[src/rtl/branch_unit_bht_if.sv]
// Execute/fetch-side bundle of the branch unit: prediction lookup, branch
// resolution request and registered resolution result.
interface branch_unit_bht_if #(
   parameter int unsigned XLEN = 32
);
   logic [XLEN-1:0] f_pc;
   logic            f_pred_taken;
   logic            ex_valid;
   logic            ex_flush;
   logic [XLEN-1:0] ex_pc;
   logic [XLEN-1:0] ex_srca;
   logic [XLEN-1:0] ex_srcb;
   logic [3:0]      ex_alucontrol;
   logic [XLEN-1:0] ex_target;
   logic            ex_pred_taken;
   logic            r_valid;
   logic            r_taken;
   logic            r_mispredict;
   logic [XLEN-1:0] r_redirect_pc;

   modport master (
      output f_pc, ex_valid, ex_flush, ex_pc, ex_srca, ex_srcb,
             ex_alucontrol, ex_target, ex_pred_taken,
      input  f_pred_taken, r_valid, r_taken, r_mispredict, r_redirect_pc
   );

   modport slave (
      input  f_pc, ex_valid, ex_flush, ex_pc, ex_srca, ex_srcb,
             ex_alucontrol, ex_target, ex_pred_taken,
      output f_pred_taken, r_valid, r_taken, r_mispredict, r_redirect_pc
   );
endinterface

[src/rtl/branch_unit_bht.sv]
// Branch resolution unit: evaluates branch/jump conditions, registers the
// outcome and redirect PC, trains a bimodal BHT and counts branches/mispredicts.
module branch_unit_bht #(
   parameter int unsigned XLEN    = 32,
   parameter int unsigned BHT_IDX = 6,
   parameter int unsigned CNT_W   = 32
) (
   input  logic              clk,
   input  logic              reset_n,
   branch_unit_bht_if.slave  bus,
   output logic [CNT_W-1:0]  br_count,
   output logic [CNT_W-1:0]  mp_count
);
   localparam int unsigned BHT_N = 1 << BHT_IDX;

   localparam logic [3:0] OP_SLT  = 4'b0101;
   localparam logic [3:0] OP_SLTU = 4'b0110;
   localparam logic [3:0] OP_EQ   = 4'b1010;
   localparam logic [3:0] OP_NE   = 4'b1011;
   localparam logic [3:0] OP_SGE  = 4'b1100;
   localparam logic [3:0] OP_SGEU = 4'b1101;
   localparam logic [3:0] OP_JMP  = 4'b1111;

   logic                        r_valid_q, r_valid_d;
   logic                        r_taken_q, r_taken_d;
   logic                        r_mispredict_q, r_mispredict_d;
   logic [XLEN-1:0]             r_redirect_pc_q, r_redirect_pc_d;
   logic [BHT_N-1:0][1:0]       bht_q, bht_d;
   logic [CNT_W-1:0]            br_count_q, br_count_d;
   logic [CNT_W-1:0]            mp_count_q, mp_count_d;

   logic                        is_cond;
   logic                        is_jump;
   logic                        cond;
   logic                        accept;
   logic [BHT_IDX-1:0]          ex_idx;
   logic [BHT_IDX-1:0]          f_idx;
   logic                        unused_f_pc_bits;

   assign ex_idx = bus.ex_pc[BHT_IDX+1:2];
   assign f_idx  = bus.f_pc[BHT_IDX+1:2];
   assign unused_f_pc_bits = ^{bus.f_pc[XLEN-1:BHT_IDX+2], bus.f_pc[1:0]};

   // Condition decode; unknown codes are not branches.
   always_comb begin
      is_cond = 1'b0;
      is_jump = 1'b0;
      cond    = 1'b0;
      unique case (bus.ex_alucontrol)
         OP_SLT:  begin is_cond = 1'b1; cond = $signed(bus.ex_srca) <  $signed(bus.ex_srcb); end
         OP_SLTU: begin is_cond = 1'b1; cond = bus.ex_srca <  bus.ex_srcb; end
         OP_EQ:   begin is_cond = 1'b1; cond = bus.ex_srca == bus.ex_srcb; end
         OP_NE:   begin is_cond = 1'b1; cond = bus.ex_srca != bus.ex_srcb; end
         OP_SGE:  begin is_cond = 1'b1; cond = $signed(bus.ex_srca) >= $signed(bus.ex_srcb); end
         OP_SGEU: begin is_cond = 1'b1; cond = bus.ex_srca >= bus.ex_srcb; end
         OP_JMP:  begin is_jump = 1'b1; cond = 1'b1; end
         default: ;
      endcase
      accept = bus.ex_valid & ~bus.ex_flush & (is_cond | is_jump);
   end

   // Next-state: result registers, BHT training and performance counters.
   always_comb begin
      r_valid_d       = accept;
      r_taken_d       = accept & cond;
      r_mispredict_d  = accept & (cond ^ bus.ex_pred_taken);
      r_redirect_pc_d = r_redirect_pc_q;
      bht_d           = bht_q;
      br_count_d      = br_count_q;
      mp_count_d      = mp_count_q;
      if (accept) begin
         r_redirect_pc_d = cond ? bus.ex_target : bus.ex_pc + XLEN'(4);
      end
      if (accept && is_cond) begin
         br_count_d = br_count_q + CNT_W'(1);
         if (cond && (bht_q[ex_idx] != 2'b11)) begin
            bht_d[ex_idx] = bht_q[ex_idx] + 2'd1;
         end else if (!cond && (bht_q[ex_idx] != 2'b00)) begin
            bht_d[ex_idx] = bht_q[ex_idx] - 2'd1;
         end
      end
      if (r_mispredict_d) begin
         mp_count_d = mp_count_q + CNT_W'(1);
      end
   end

   always_ff @(posedge clk or negedge reset_n) begin
      if (!reset_n) begin
         r_valid_q       <= 1'b0;
         r_taken_q       <= 1'b0;
         r_mispredict_q  <= 1'b0;
         r_redirect_pc_q <= '0;
         for (int i = 0; i < BHT_N; i++) begin
            bht_q[i] <= 2'b01;
         end
         br_count_q      <= '0;
         mp_count_q      <= '0;
      end else begin
         r_valid_q       <= r_valid_d;
         r_taken_q       <= r_taken_d;
         r_mispredict_q  <= r_mispredict_d;
         r_redirect_pc_q <= r_redirect_pc_d;
         bht_q           <= bht_d;
         br_count_q      <= br_count_d;
         mp_count_q      <= mp_count_d;
      end
   end

   // Prediction reads the pre-update table, so a same-cycle update is seen next cycle.
   assign bus.f_pred_taken  = bht_q[f_idx][1];
   assign bus.r_valid       = r_valid_q;
   assign bus.r_taken       = r_taken_q;
   assign bus.r_mispredict  = r_mispredict_q;
   assign bus.r_redirect_pc = r_redirect_pc_q;
   assign br_count          = br_count_q;
   assign mp_count          = mp_count_q;
endmodule

[src/flat_wrapper.sv]
// flat-port wrapper written by rule: the top's interface ports become plain ports
module branch_unit_bht_flat 
#(
   parameter int unsigned XLEN    = 32,
   parameter int unsigned BHT_IDX = 6,
   parameter int unsigned CNT_W   = 32
)
  (clk, reset_n, br_count, mp_count, bus_f_pc, bus_ex_valid, bus_ex_flush, bus_ex_pc, bus_ex_srca, bus_ex_srcb, bus_ex_alucontrol, bus_ex_target, bus_ex_pred_taken, bus_f_pred_taken, bus_r_valid, bus_r_taken, bus_r_mispredict, bus_r_redirect_pc);
  branch_unit_bht_if #(.XLEN(XLEN)) bus_i ();
  input  logic clk;
  input  logic reset_n;
  output logic [CNT_W-1:0] br_count;
  output logic [CNT_W-1:0] mp_count;
  input wire logic [$bits(bus_i.f_pc)-1:0] bus_f_pc;
  input wire logic [$bits(bus_i.ex_valid)-1:0] bus_ex_valid;
  input wire logic [$bits(bus_i.ex_flush)-1:0] bus_ex_flush;
  input wire logic [$bits(bus_i.ex_pc)-1:0] bus_ex_pc;
  input wire logic [$bits(bus_i.ex_srca)-1:0] bus_ex_srca;
  input wire logic [$bits(bus_i.ex_srcb)-1:0] bus_ex_srcb;
  input wire logic [$bits(bus_i.ex_alucontrol)-1:0] bus_ex_alucontrol;
  input wire logic [$bits(bus_i.ex_target)-1:0] bus_ex_target;
  input wire logic [$bits(bus_i.ex_pred_taken)-1:0] bus_ex_pred_taken;
  output wire logic [$bits(bus_i.f_pred_taken)-1:0] bus_f_pred_taken;
  output wire logic [$bits(bus_i.r_valid)-1:0] bus_r_valid;
  output wire logic [$bits(bus_i.r_taken)-1:0] bus_r_taken;
  output wire logic [$bits(bus_i.r_mispredict)-1:0] bus_r_mispredict;
  output wire logic [$bits(bus_i.r_redirect_pc)-1:0] bus_r_redirect_pc;
  assign bus_i.f_pc = bus_f_pc;
  assign bus_i.ex_valid = bus_ex_valid;
  assign bus_i.ex_flush = bus_ex_flush;
  assign bus_i.ex_pc = bus_ex_pc;
  assign bus_i.ex_srca = bus_ex_srca;
  assign bus_i.ex_srcb = bus_ex_srcb;
  assign bus_i.ex_alucontrol = bus_ex_alucontrol;
  assign bus_i.ex_target = bus_ex_target;
  assign bus_i.ex_pred_taken = bus_ex_pred_taken;
  assign bus_f_pred_taken = bus_i.f_pred_taken;
  assign bus_r_valid = bus_i.r_valid;
  assign bus_r_taken = bus_i.r_taken;
  assign bus_r_mispredict = bus_i.r_mispredict;
  assign bus_r_redirect_pc = bus_i.r_redirect_pc;
  branch_unit_bht #(.XLEN(XLEN), .BHT_IDX(BHT_IDX), .CNT_W(CNT_W)) u_core (.clk(clk), .reset_n(reset_n), .bus(bus_i), .br_count(br_count), .mp_count(mp_count));
endmodule
[config.mk]
export PLATFORM = sky130hd
export DESIGN_NAME = branch_unit_bht_flat
export DESIGN_NICKNAME = d
export VERILOG_FILES = /design/src/rtl/branch_unit_bht_if.sv /design/src/rtl/branch_unit_bht.sv /design/src/flat_wrapper.sv
export SDC_FILE = /design/constraint.sdc
export NUM_CORES = 1
export LEC_CHECK = 0
export ABC_AREA = 1
export BUFFER_PORTS_ARGS = -buffer_cell sky130_fd_sc_hd__buf_2
export CAP_MARGIN = 10
export CORE_UTILIZATION = 40
export CTS_CLUSTER_DIAMETER = 100
export DETAILED_ROUTE_END_ITERATION = 10
export GPL_TIMING_DRIVEN = 0
export PLACE_DENSITY = 0.64
export SLEW_MARGIN = 30
export SYNTH_ARGS = -nofsm -noshare
export SYNTH_HDL_FRONTEND = slang
export SYNTH_SLANG_ARGS = --single-unit
[constraint.sdc]
create_clock -name clk -period 3.4 [get_ports clk]
set_input_delay 0.51 -clock clk [delete_from_list [all_inputs] [get_ports clk]]
set_output_delay 0.51 -clock clk [all_outputs]
set_load 0.005 [all_outputs]
==> impl_metrics.csv <==
group,metric,value,unit
die,die-height,205,um
timing,finalCriticalPeriod,3360,ps
detailed_routing,drt-pass1-iter-count,6,
power_and_ir_drop,powerDensity,414,mW/mm2
power_and_ir_drop,power_frac_clock,0.396,
detailed_routing,first_iter_violations,1839,
timing,worst_pin_slew,943,ps
power_and_ir_drop,p_leak,9.68,nW
place,portBuffers,240,
clock_network,cts_root_buf,"clkbuf_16",
min_path,hold_path_class,"primary input to flop",
detailed_routing,routed_wl,61.6,mm
die,initial_utilization,0.410,
layout,area_growth,19.8,%
timing,hold_viol_final,0,
layout,nets,2840,
setup_path,crit_type,"primary input to flop",
global_route,antenna_found_initial,2,
yosys,synth_fp_nets,2551,
global_route,grt_pass1_wl,96.1,mm
setup_path,cp_cell_sequence,"buf_2 > buf_4 > nor3_4 > inv_2 > clkbuf_4 > o22ai_1 > o31ai_2 > o21ai_0 > nor2_1 > nand2_4 > inv_1 > ha_4 > inv_2 > buf_2 > nor2_1 > nand3_1 > nand2_1 > nand3_1 > nand2_1",
die,chipWidth,205,um
global_route,grt_pass1_vias,16900,
run_status,status,"finished, final reports clean",
setup_path,crit_path_end_kind,"flop",
clock_network,cts_tree,"done",
timing,fin_ws,43.6,ps
setup_path,slowest_stage,"o31ai_2",
timing,finClkSkew,30.8,ps
yosys,netlist_instances,2345,
global_route,grt_max_degree,81,
detailed_routing,avgRoutedWirePerCell,19.3,um
place,placed_area,0.0184,mm2
place,pre_cts_slack,-1630,ps
setup_path,reg2reg_to,"u_core.bht_q[69]",
timing,max_freq,0.298,GHz
power_and_ir_drop,p_int,5.53,mW
clock_network,cts_htree_levels,1,
clock_network,clkSlewWorstSetupHoldPaths,60,ps
yosys,syn_avg_cell_area,7.02,um2
layout,stdcell_area,0.0197,mm2
yosys,ys_types,50,
setup_path,cpPeakStageDelay,410,ps
yosys,synth_edf_count,0,
yosys,ys_seq_area_frac,0.350,
layout,drive_gt1_frac,0.214,
power_and_ir_drop,peakVddDrop,0.359,mV
clock_network,clockBufferDepth,3,
setup_path,cp-startpoint,"bus_ex_pc[2]",
power_and_ir_drop,switching_share,0.324,
timing,finalCritPeriodShare,0.987,
yosys,ys.flop_type,"dfrtp_1",
power_and_ir_drop,switching_power,2.65,mW
setup_path,r2r_cells,16,
die,fp-row-count,73,
timing,slew_headroom,0.371,
die,pin_count,269,
setup_path,reg2reg_slack,340,ps
flow_run,cap_violations,0,
detailed_routing,routed_via_density,5.63,
die,core,0.0402,mm2
setup_path,crit_path_start_kind,"primary input",
place,dp_hpwl,44.3,mm
yosys,synth-seq-cells,227,
yosys,yosys-top-cells-area,"dfrtp_1 25%, nand2_1 16%, dfstp_2 10%",
yosys,synth_top_area_frac,0.248,
setup_path,critical_path.endpoint,"u_core.bht_q[69]",
power_and_ir_drop,power_frac_comb,0.230,
setup_path,crit_path_max_fanout,10,
clock_network,clock-sinks,227,
detailed_routing,route.detailed.drc,0,
yosys,syn_area,0.0165,mm2
clock_network,clk_latency,580,ps
detailed_routing,num_vias,17900,
yosys,async_flop_share,1.00,
setup_path,critical_path_required,3860,ps
timing,report.final.slew_viol_count,0,
global_route,grt_overflow,0,
yosys,yosysWarnings,0,
yosys,yosysTopAreaCell,"dfrtp_1",
setup_path,arrival,3820,ps
place,gp_congestion,0.985,
detailed_routing,antenna_left,0,
timing,setup_violations,0,
clock_network,cts_made_buffers,29,
die,dieArea,0.0420,mm2
power_and_ir_drop,seqPwrFrac,0.374,
global_route,track_usage,0.292,
per-stage QoR:
stage | util | TNS, ps | power [mW] | std cells | hold WS (ps)
after floorplan | - | 0 | 4.08 | 2345 | 214
after global placement | 0.456 | -608960 | 4.84 | 3110 | 449
after detailed placement | 0.458 | -167590 | 4.88 | 3113 | 452
after CTS | 0.487 | 0 | 8.16 | 3173 | 185
after global routing | 0.491 | -55.3 | 8.51 | 3182 | 214
final | 0.491 | 0 | 8.17 | 3182 | 203
worst min-delay path by stage:
stage | from | cells after the start | slack [ps] | endpoint
after floorplan | reset_n | 0 | 210 | u_core.bht_q[101]
after global placement | flop | 2 | 450 | flop
after detailed placement | flop | 2 | 450 | flop
after CTS | bus_ex_target[19] | 3 | 180 | u_core.bus.r_redirect_pc[19]
after global routing | bus_ex_target[4] | 3 | 210 | u_core.bus.r_redirect_pc[4]
final | bus_ex_target[19] | 3 | 200 | u_core.bus.r_redirect_pc[19]
cell usage after synthesis (all sizes together), types with 37 or more instances:
cell    number
inv        162
ha          37
o21ai       87
dfstp       64
nor3       120
xor2        70
buf         87
nand3      256
nor2       272
dfrtp      163
clkbuf      53
nand4       85
nand2      727
cell families (layout without fill, tap and decap cells):
family          Yosys count  count (layout)  synth area share
simple gates           1490            1490             0.415
buf+inv                 304             615            0.0860
flops                   227             227             0.350
compound gates          199             199            0.0734
xor+xnor                 88              88            0.0479
fa+ha+maj                37              37            0.0281
other cells               0               1                 0
worst max-delay path: cells and delay by family:
kind                     cells  cell delay [ps]
buffers and inverters        7             1590
AND/OR/NAND/NOR              8              770
adder cells (fa/ha/maj)      1              220
AO/OA/AOI/OAI                3              710
per-layer routing:
layer  vias to the layer above  global-route usage  routed length, um
li1                       8351                   -                  -
met1                      8421               0.401              26100
met2                       959               0.446              26600
met3                       179              0.0679               6370
met4                         2               0.107               2520
met5                         -                   0                 16
cell type report:
type	instances	area (um2)
antenna	1	2.50
buffer	139	900
clock buffer	47	883
clock inverter	6	105
fill	4038	20500
inverter	164	628
multi-input combinational	1814	9380
sequential	227	5760
tap	525	657
timing repair buffer	259	1420
layout by cell type (no fill, tap or decap), types with 9 or more instances in the layout:
cell and instances:
nand2_1 717, buf_2 268, nor2_1 265, nand3_1 195, dfrtp_1 163, inv_1 148, nor3_1 107, nand4_1 85
o21ai_0 81, xor2_1 69, dfstp_2 64, nand3_2 59, clkbuf_1 46, o22ai_1 36, ha_1 36, buf_4 29
clkbuf_16 29, buf_6 27, a21oi_1 20, o211ai_1 19, xnor2_1 18, buf_1 17, nor4_1 16, clkbuf_4 11
inv_2 10, clkbuf_8 9
power by group through the flow:
stage / clock network, mW / registers, mW / logic [mW]
4_1_cts: 3.28 / 3.05 / 1.83
3_5_place_dp: 0 / 3.10 / 1.79
6_report: 3.24 / 3.05 / 1.88
5_1_grt: 3.38 / 3.08 / 2.05
3_3_place_gp: 0 / 3.09 / 1.76
2_1_floorplan: 0 / 3.09 / 0.989
timing repair:
item                       CTS  global route
pin swaps                    5             4
hold endpoints to repair    51             0
setup endpoints to repair  128           119
resized for setup           45            32
hold buffers                 1             0
buffers inserted             7             8
No activity file was read; power rests on OpenSTA's default activity.
